File: config.mk
export PLATFORM = sky130hd
export DESIGN_NAME = sync_fifo_ctrl_flat
export DESIGN_NICKNAME = d
export VERILOG_FILES = /design/src/rtl/fifo_pkg.sv /design/src/rtl/sync_fifo_ctrl_if.sv /design/src/rtl/fifo_mem.sv /design/src/rtl/sync_fifo_ctrl.sv /design/src/flat_wrapper.sv
export SDC_FILE = /design/constraint.sdc
export NUM_CORES = 1
export LEC_CHECK = 0
export CAP_MARGIN = 20
export CORE_MARGIN = 5
export CORE_UTILIZATION = 26
export CTS_BUF_LIST = sky130_fd_sc_hd__clkbuf_2
export DETAILED_ROUTE_END_ITERATION = 12
export PLACE_DENSITY_LB_ADDON = 0.2
export SLEW_MARGIN = 20
export SYNTH_ARGS = -nofsm -noshare
export SYNTH_HDL_FRONTEND = slang
export SYNTH_SLANG_ARGS = --single-unit
File: constraint.sdc
create_clock -name clk -period 2.91 [get_ports clk]
set_input_delay 0.582 -clock clk [delete_from_list [all_inputs] [get_ports clk]]
set_output_delay 0.582 -clock clk [all_outputs]
set_load 0.01 [all_outputs]
File: src/rtl/fifo_pkg.sv
// Shared helpers for the single-clock FIFO: address-width derivation,
// parameter legality check and small common types.
package fifo_pkg;

  // Read-port modes selected by OUT_REG.
  localparam int MODE_SHOW_AHEAD = 0;
  localparam int MODE_REGISTERED = 1;

  // Sticky error flags, kept together so they reset and update as one unit.
  typedef struct packed {
    logic overflow;
    logic underflow;
  } fifo_err_t;

  // Ceiling log2 with a bounded loop so it stays elaboration friendly.
  function automatic int clog2(input int value);
    int r;
    r = 0;
    for (int i = 0; i < 31; i++) begin
      if ((1 << i) < value) begin
        r = i + 1;
      end
    end
    return r;
  endfunction

  // Address width used for the array; pointers carry one extra wrap bit.
  function automatic int calc_aw(input int depth);
    return clog2(depth);
  endfunction

  // DEPTH must be a power of two >= 2 and the thresholds must be ordered.
  function automatic bit params_legal(input int depth, input int af_level,
                                      input int ae_level, input int out_reg);
    bit ok;
    ok = (depth >= 2) && ((depth & (depth - 1)) == 0);
    ok = ok && (ae_level < af_level) && (af_level <= depth);
    ok = ok && ((out_reg == MODE_SHOW_AHEAD) || (out_reg == MODE_REGISTERED));
    return ok;
  endfunction

endpackage

File: src/rtl/sync_fifo_ctrl_if.sv
// Bus bundle for sync_fifo_ctrl. The master side (producer/consumer logic)
// drives requests and write data; the slave side (the FIFO) drives data,
// flags, occupancy and error status.
interface sync_fifo_ctrl_if #(
  parameter int DATA_WIDTH = 8,
  parameter int DEPTH      = 8
);
  import fifo_pkg::*;

  localparam int AW = calc_aw(DEPTH);

  logic                  winc;
  logic [DATA_WIDTH-1:0] wdata;
  logic                  wfull;
  logic                  walmost_full;
  logic                  rinc;
  logic [DATA_WIDTH-1:0] rdata;
  logic                  rvalid;
  logic                  rempty;
  logic                  ralmost_empty;
  logic [AW:0]           count;
  logic                  overflow;
  logic                  underflow;

  modport master (
    output winc, wdata, rinc,
    input  wfull, walmost_full, rdata, rvalid, rempty, ralmost_empty,
           count, overflow, underflow
  );

  modport slave (
    input  winc, wdata, rinc,
    output wfull, walmost_full, rdata, rvalid, rempty, ralmost_empty,
           count, overflow, underflow
  );

endinterface

File: src/rtl/fifo_mem.sv
// DEPTH x DATA_WIDTH storage: one clocked write port with synchronous clear,
// one asynchronous read port.
module fifo_mem #(
  parameter int DATA_WIDTH = 8,
  parameter int DEPTH      = 8,
  parameter int AW         = 3
) (
  input  logic                  clk,
  input  logic                  rst,
  input  logic                  we,
  input  logic [AW-1:0]         waddr,
  input  logic [DATA_WIDTH-1:0] wdata,
  input  logic [AW-1:0]         raddr,
  output logic [DATA_WIDTH-1:0] rdata
);

  logic [DATA_WIDTH-1:0] mem [DEPTH];

  // Clear every entry on reset so stale data never appears on rdata.
  always_ff @(posedge clk) begin
    if (rst) begin
      for (int i = 0; i < DEPTH; i++) begin
        mem[i] <= '0;
      end
    end else if (we) begin
      mem[waddr] <= wdata;
    end
  end

  assign rdata = mem[raddr];

endmodule

File: src/rtl/sync_fifo_ctrl.sv
// Single-clock FIFO: pointer control, status flags, occupancy count,
// selectable show-ahead or registered read port, sticky error flags.
//
// Handshake: winc is a write request and !wfull is its ready; a write is
// accepted (wa) only when both are high in the same cycle. rinc is a read
// request and !rempty is its ready; a read is accepted (ra) only when both
// are high. Ready is taken from the flags as they stand at the start of the
// cycle, so a full FIFO drops a same-cycle write even while it is being read,
// and an empty FIFO rejects a same-cycle read even while it is being written.
module sync_fifo_ctrl
  import fifo_pkg::*;
#(
  parameter int DATA_WIDTH = 8,
  parameter int DEPTH      = 8,
  parameter int AF_LEVEL   = DEPTH - 2,
  parameter int AE_LEVEL   = 1,
  parameter int OUT_REG    = 0
) (
  input  logic              clk,
  input  logic              rst,
  sync_fifo_ctrl_if.slave   bus
);

  localparam int AW = calc_aw(DEPTH);

  // Thresholds narrowed to the count width; AF_LEVEL may equal DEPTH.
  localparam logic [AW:0] AF_TH = AF_LEVEL[AW:0];
  localparam logic [AW:0] AE_TH = AE_LEVEL[AW:0];

  if (!params_legal(DEPTH, AF_LEVEL, AE_LEVEL, OUT_REG)) begin : g_bad_params
    $error("sync_fifo_ctrl: illegal DEPTH/AF_LEVEL/AE_LEVEL/OUT_REG combination");
  end

  logic [AW:0]           wptr;
  logic [AW:0]           rptr;
  logic [AW:0]           count;
  logic                  full;
  logic                  empty;
  logic                  wa;
  logic                  ra;
  fifo_err_t             err_q;
  logic [DATA_WIDTH-1:0] mem_rdata;

  // Flags and count derive only from registered pointers, so they move in
  // the cycle after an accepted operation and stay put when wa and ra match.
  always_comb begin
    count = wptr - rptr;
    empty = (wptr == rptr);
    full  = (wptr[AW] != rptr[AW]) && (wptr[AW-1:0] == rptr[AW-1:0]);
    wa    = bus.winc && !full;
    ra    = bus.rinc && !empty;
  end

  // Write pointer: advances on every accepted write, wraps naturally.
  always_ff @(posedge clk) begin
    if (rst) begin
      wptr <= '0;
    end else if (wa) begin
      wptr <= wptr + 1'b1;
    end
  end

  // Read pointer: advances on every accepted read, wraps naturally.
  always_ff @(posedge clk) begin
    if (rst) begin
      rptr <= '0;
    end else if (ra) begin
      rptr <= rptr + 1'b1;
    end
  end

  // Sticky error flags: set by any rejected request, cleared only by reset.
  always_ff @(posedge clk) begin
    if (rst) begin
      err_q <= '0;
    end else begin
      err_q.overflow  <= err_q.overflow  | (bus.winc & full);
      err_q.underflow <= err_q.underflow | (bus.rinc & empty);
    end
  end

  fifo_mem #(
    .DATA_WIDTH (DATA_WIDTH),
    .DEPTH      (DEPTH),
    .AW         (AW)
  ) u_mem (
    .clk   (clk),
    .rst   (rst),
    .we    (wa),
    .waddr (wptr[AW-1:0]),
    .wdata (bus.wdata),
    .raddr (rptr[AW-1:0]),
    .rdata (mem_rdata)
  );

  if (OUT_REG == MODE_REGISTERED) begin : g_out_reg
    logic [DATA_WIDTH-1:0] rdata_q;
    logic                  rvalid_q;

    // Capture the head entry on an accepted read; rvalid pulses one cycle.
    always_ff @(posedge clk) begin
      if (rst) begin
        rdata_q  <= '0;
        rvalid_q <= 1'b0;
      end else begin
        rvalid_q <= ra;
        if (ra) begin
          rdata_q <= mem_rdata;
        end
      end
    end

    assign bus.rdata  = rdata_q;
    assign bus.rvalid = rvalid_q;
  end else begin : g_show_ahead
    // Head entry is visible whenever the FIFO is not empty.
    assign bus.rdata  = mem_rdata;
    assign bus.rvalid = !empty;
  end

  assign bus.count         = count;
  assign bus.wfull         = full;
  assign bus.rempty        = empty;
  assign bus.walmost_full  = (count >= AF_TH);
  assign bus.ralmost_empty = (count <= AE_TH);
  assign bus.overflow      = err_q.overflow;
  assign bus.underflow     = err_q.underflow;

endmodule

File: src/flat_wrapper.sv
// flat-port wrapper written by rule: the top's interface ports become plain ports
module sync_fifo_ctrl_flat import fifo_pkg::*;
#(
  parameter int DATA_WIDTH = 8,
  parameter int DEPTH      = 8,
  parameter int AF_LEVEL   = DEPTH - 2,
  parameter int AE_LEVEL   = 1,
  parameter int OUT_REG    = 0
)
  (clk, rst, bus_winc, bus_wdata, bus_rinc, bus_wfull, bus_walmost_full, bus_rdata, bus_rvalid, bus_rempty, bus_ralmost_empty, bus_count, bus_overflow, bus_underflow);
  sync_fifo_ctrl_if #(.DATA_WIDTH(DATA_WIDTH), .DEPTH(DEPTH)) bus_i ();
  input  logic clk;
  input  logic rst;
  input wire logic [$bits(bus_i.winc)-1:0] bus_winc;
  input wire logic [$bits(bus_i.wdata)-1:0] bus_wdata;
  input wire logic [$bits(bus_i.rinc)-1:0] bus_rinc;
  output wire logic [$bits(bus_i.wfull)-1:0] bus_wfull;
  output wire logic [$bits(bus_i.walmost_full)-1:0] bus_walmost_full;
  output wire logic [$bits(bus_i.rdata)-1:0] bus_rdata;
  output wire logic [$bits(bus_i.rvalid)-1:0] bus_rvalid;
  output wire logic [$bits(bus_i.rempty)-1:0] bus_rempty;
  output wire logic [$bits(bus_i.ralmost_empty)-1:0] bus_ralmost_empty;
  output wire logic [$bits(bus_i.count)-1:0] bus_count;
  output wire logic [$bits(bus_i.overflow)-1:0] bus_overflow;
  output wire logic [$bits(bus_i.underflow)-1:0] bus_underflow;
  assign bus_i.winc = bus_winc;
  assign bus_i.wdata = bus_wdata;
  assign bus_i.rinc = bus_rinc;
  assign bus_wfull = bus_i.wfull;
  assign bus_walmost_full = bus_i.walmost_full;
  assign bus_rdata = bus_i.rdata;
  assign bus_rvalid = bus_i.rvalid;
  assign bus_rempty = bus_i.rempty;
  assign bus_ralmost_empty = bus_i.ralmost_empty;
  assign bus_count = bus_i.count;
  assign bus_overflow = bus_i.overflow;
  assign bus_underflow = bus_i.underflow;
  sync_fifo_ctrl #(.DATA_WIDTH(DATA_WIDTH), .DEPTH(DEPTH), .AF_LEVEL(AF_LEVEL), .AE_LEVEL(AE_LEVEL), .OUT_REG(OUT_REG)) u_core (.clk(clk), .rst(rst), .bus(bus_i));
endmodule
==> impl_metrics.yaml <==
place:
  placed_cell_area_um2: 4290
  dp_cells: 489
  io_buffers: 30
  hpwl_um: 5980
  place.gp.congestion: 0.724
hold_path:
  worstHoldEndpoint: "u_core.bus.overflow"
  hold_path.class: "reg -> reg"
  hp-start: "u_core.bus.overflow"
  min_path_cells: 2
yosys:
  synth_edf_count: 64
  post_synth.cell_area_avg_um2: 13.4
  yosysSeqAreaShare: 0.594
  yosysTopAreaCell: "edfxtp_1"
  synth_cell_type_count: 36
  syn_inst: 275
  synth_ff_type: "edfxtp_1"
  netlist_area_um2: 3670
  synthArstFlopShare: 0
  synth-seq-cells: 77
  yosysWarningCount: 0
  yosysTopAreaCellShare: 0.523
  syn_nets: 293
  synth_area_leaders: "edfxtp_1 52%, mux4_2 9.8%, and3_1 7.2%"
routing:
  wl_per_cell_um: 18.3
  drc: 0
  vias: 2356
  antenna_left: 0
  drt-pass1-iter-count: 4
  drt_iter0_drc: 178
  via_per_inst: 4.66
  drt-total-wl_um: 9250
pwr:
  p_total_mw: 2.60
  ir_drop_mv: 0.211
  p_leak_nw: 1.80
  power_density_nw_per_um2: 577
layout:
  n_antenna_cell: 0
  design_area_um2: 4510
  instances_no_fill: 506
  syn_to_final_growth_pct: 22.8
  layout-drive-gt1-share: 0.261
  utilization: 0.325
  fin_nets: 340
clock_network:
  cts.sink_count: 77
  clk_pin_slew_worst_paths_ns: 0.21
  clock-root-buffer: "clkbuf_2"
  worstSkewPairLatency_ns: 0.52
  numCtsBuffers: 9
  htreeDepth: 3
  cts_tree: "built"
  post_cts_hold_buffer_count: 0
  clock_tree.buffer_depth: 2
global_route:
  gr-total-overflow: 0
  grt_use_met1: 0.159
  antenna_found_initial: 0
  grt_pass1_vias: 2612
  gr-usage-met2: 0.192
  grt.busiest_layer: "met2"
  grt_pass1_wl_um: 14800
  grt_max_degree: 41
  grt.met3_usage: 0.0274
  grtUsageTotal: 0.119
sta:
  tightestPinTransition_ns: 0.972
  final-setup-viol-count: 0
  rsz0062_at_grt: "false"
  period_share: 0.958
  relSlewSlack: 0.347
  period_needed_ns: 2.79
  clock.fmax_ghz: 0.359
  final_max_slew_viol_count: 0
  setup_tns_ns: 0
  final_hold_viol_count: 0
  skew_ns: 0.0273
critical_path:
  worstPathArrival_ns: 2.21
  cp-start-kind: "flip-flop"
  worst-setup-path-type: "reg -> out"
  reg2reg_from: "u_core.wptr[1]"
  r2r_slack_ns: 0.71
  reg2reg_depth: 6
  endpoint_kind: "primary output"
  critical_path_required_ns: 2.33
  crit_path_max_fanout: 8
  reg2reg_to: "u_core.u_mem.mem[2][0]"
job:
  max-cap-violations: 0
floorplan:
  io_pins: 31
  die_area_um2: 16600
  die_x_um: 129
  initial_core_util: 0.265
  fp-row-count: 43
  die_h_um: 129
  core_um2: 13900
outcome:
  status: "completed"
[layout by cell type, fill, tap and decap left out, types with 3 or more instances in the layout]
cell and n:
nor3_1 4, buf_4 20, clkdlybuf4s15_1 3, edfxtp_1 64, mux4_2 16, dfxtp_1 9
o21ai_0 7, and3_1 41, clkbuf_2 11, dfxtp_2 3, nor2b_1 3, dlygate4sd2_1 7
ha_4 3, o2111ai_2 3, clkdlybuf4s50_1 17, a21oi_1 6, inv_1 9, mux2_2 14
nand2_1 12, nor2_1 38
[critical path, stage by stage (launching register included)]
cell and delay, ns:
dfxtp_4 0.45, buf_12 0.16, mux4_2 0.52, mux2_2 0.28
dlygate4sd2_1 0.29
[what timing repair did]
item	4_1_cts	5_1_grt
gates cloned	1	0
resized for setup	23	13
pin swaps	1	0
setup endpoints to repair	16	8
setup buffers	1	0
endpoints found under the hold margin	0	0
[area by class of cell]
cell class | instances | area [um2]
fillers | 1425 | 9370
flip-flops and latches | 77 | 2190
multi-input cells | 172 | 1440
repair buffers | 52 | 482
well taps | 180 | 225
clock inverters | 6 | 87.6
clock buffers | 9 | 45.0
inverters | 10 | 37.5
[where the power goes]
group	internal, mW	leakage (nW)	switching (mW)
clock	0.282	0.0821	0.397
sequential	1.25	0.774	0.0310
combinational	0.324	0.946	0.315
[how the worst max path moves through the flow]
| stage | slack (ns) | endpoint | from |
|---|---|---|---|
| after floorplan | 0.40 | u_core.u_mem.mem[0][0] | u_core.wptr[0] |
| after global placement | 0.37 | bus_walmost_full | u_core.wptr[0] |
| after detailed placement | 0.33 | bus_walmost_full | u_core.wptr[0] |
| after CTS | 0.01 | bus_count[1] | u_core.wptr[0] |
| after global routing | 0.0006 | bus_rdata[4] | flip-flop |
| final | 0.12 | bus_rdata[0] | flip-flop |
[routing by layer]
layer / routed length [um] / vias up / part of all wire
met5: 0 / - / 0
met4: 68 / 0 / 0.0074
met3: 422 / 4 / 0.046
met2: 4430 / 61 / 0.48
met1: 4330 / 1161 / 0.47
li1: - / 1130 / -
[cell usage after synthesis (all sizes together), types with 6 or more instances]
cell and n:
edfxtp 64, and3 42, nor2 38, mux4 16, mux2 14, dfxtp 13
nand2 12, buf 10, inv 9, o21ai 7, a21oi 6, clkbuf 6
[cell families after synthesis]
family / synth area share
AO/OA/AOI/OAI: 0.0548
AND/OR/NAND/NOR: 0.143
flip-flops: 0.594
buffers and inverters: 0.0303
XOR/XNOR: 0.0112
multiplexers: 0.144
adder cells (fa/ha/maj): 0.0225
[flip-flops by register name, indices dropped and copies added, names as in the netlist, named ones only]
register,flops
u_core.rptr,4
u_core.bus.underflow,1
u_core.bus.overflow,1
u_core.wptr,4
u_core.u_mem.mem,64
[per-stage QoR]
| step | hold slack, ns | setup WS, ns |
|---|---|---|
| global route | 0.547 | 0.000610 |
| CTS | 0.517 | 0.0109 |
| detailed placement | 0.461 | 0.335 |
| floorplan | 0.505 | 0.403 |
| finish | 0.509 | 0.122 |
| global placement | 0.466 | 0.375 |
(Power assumes the default switching activity.)
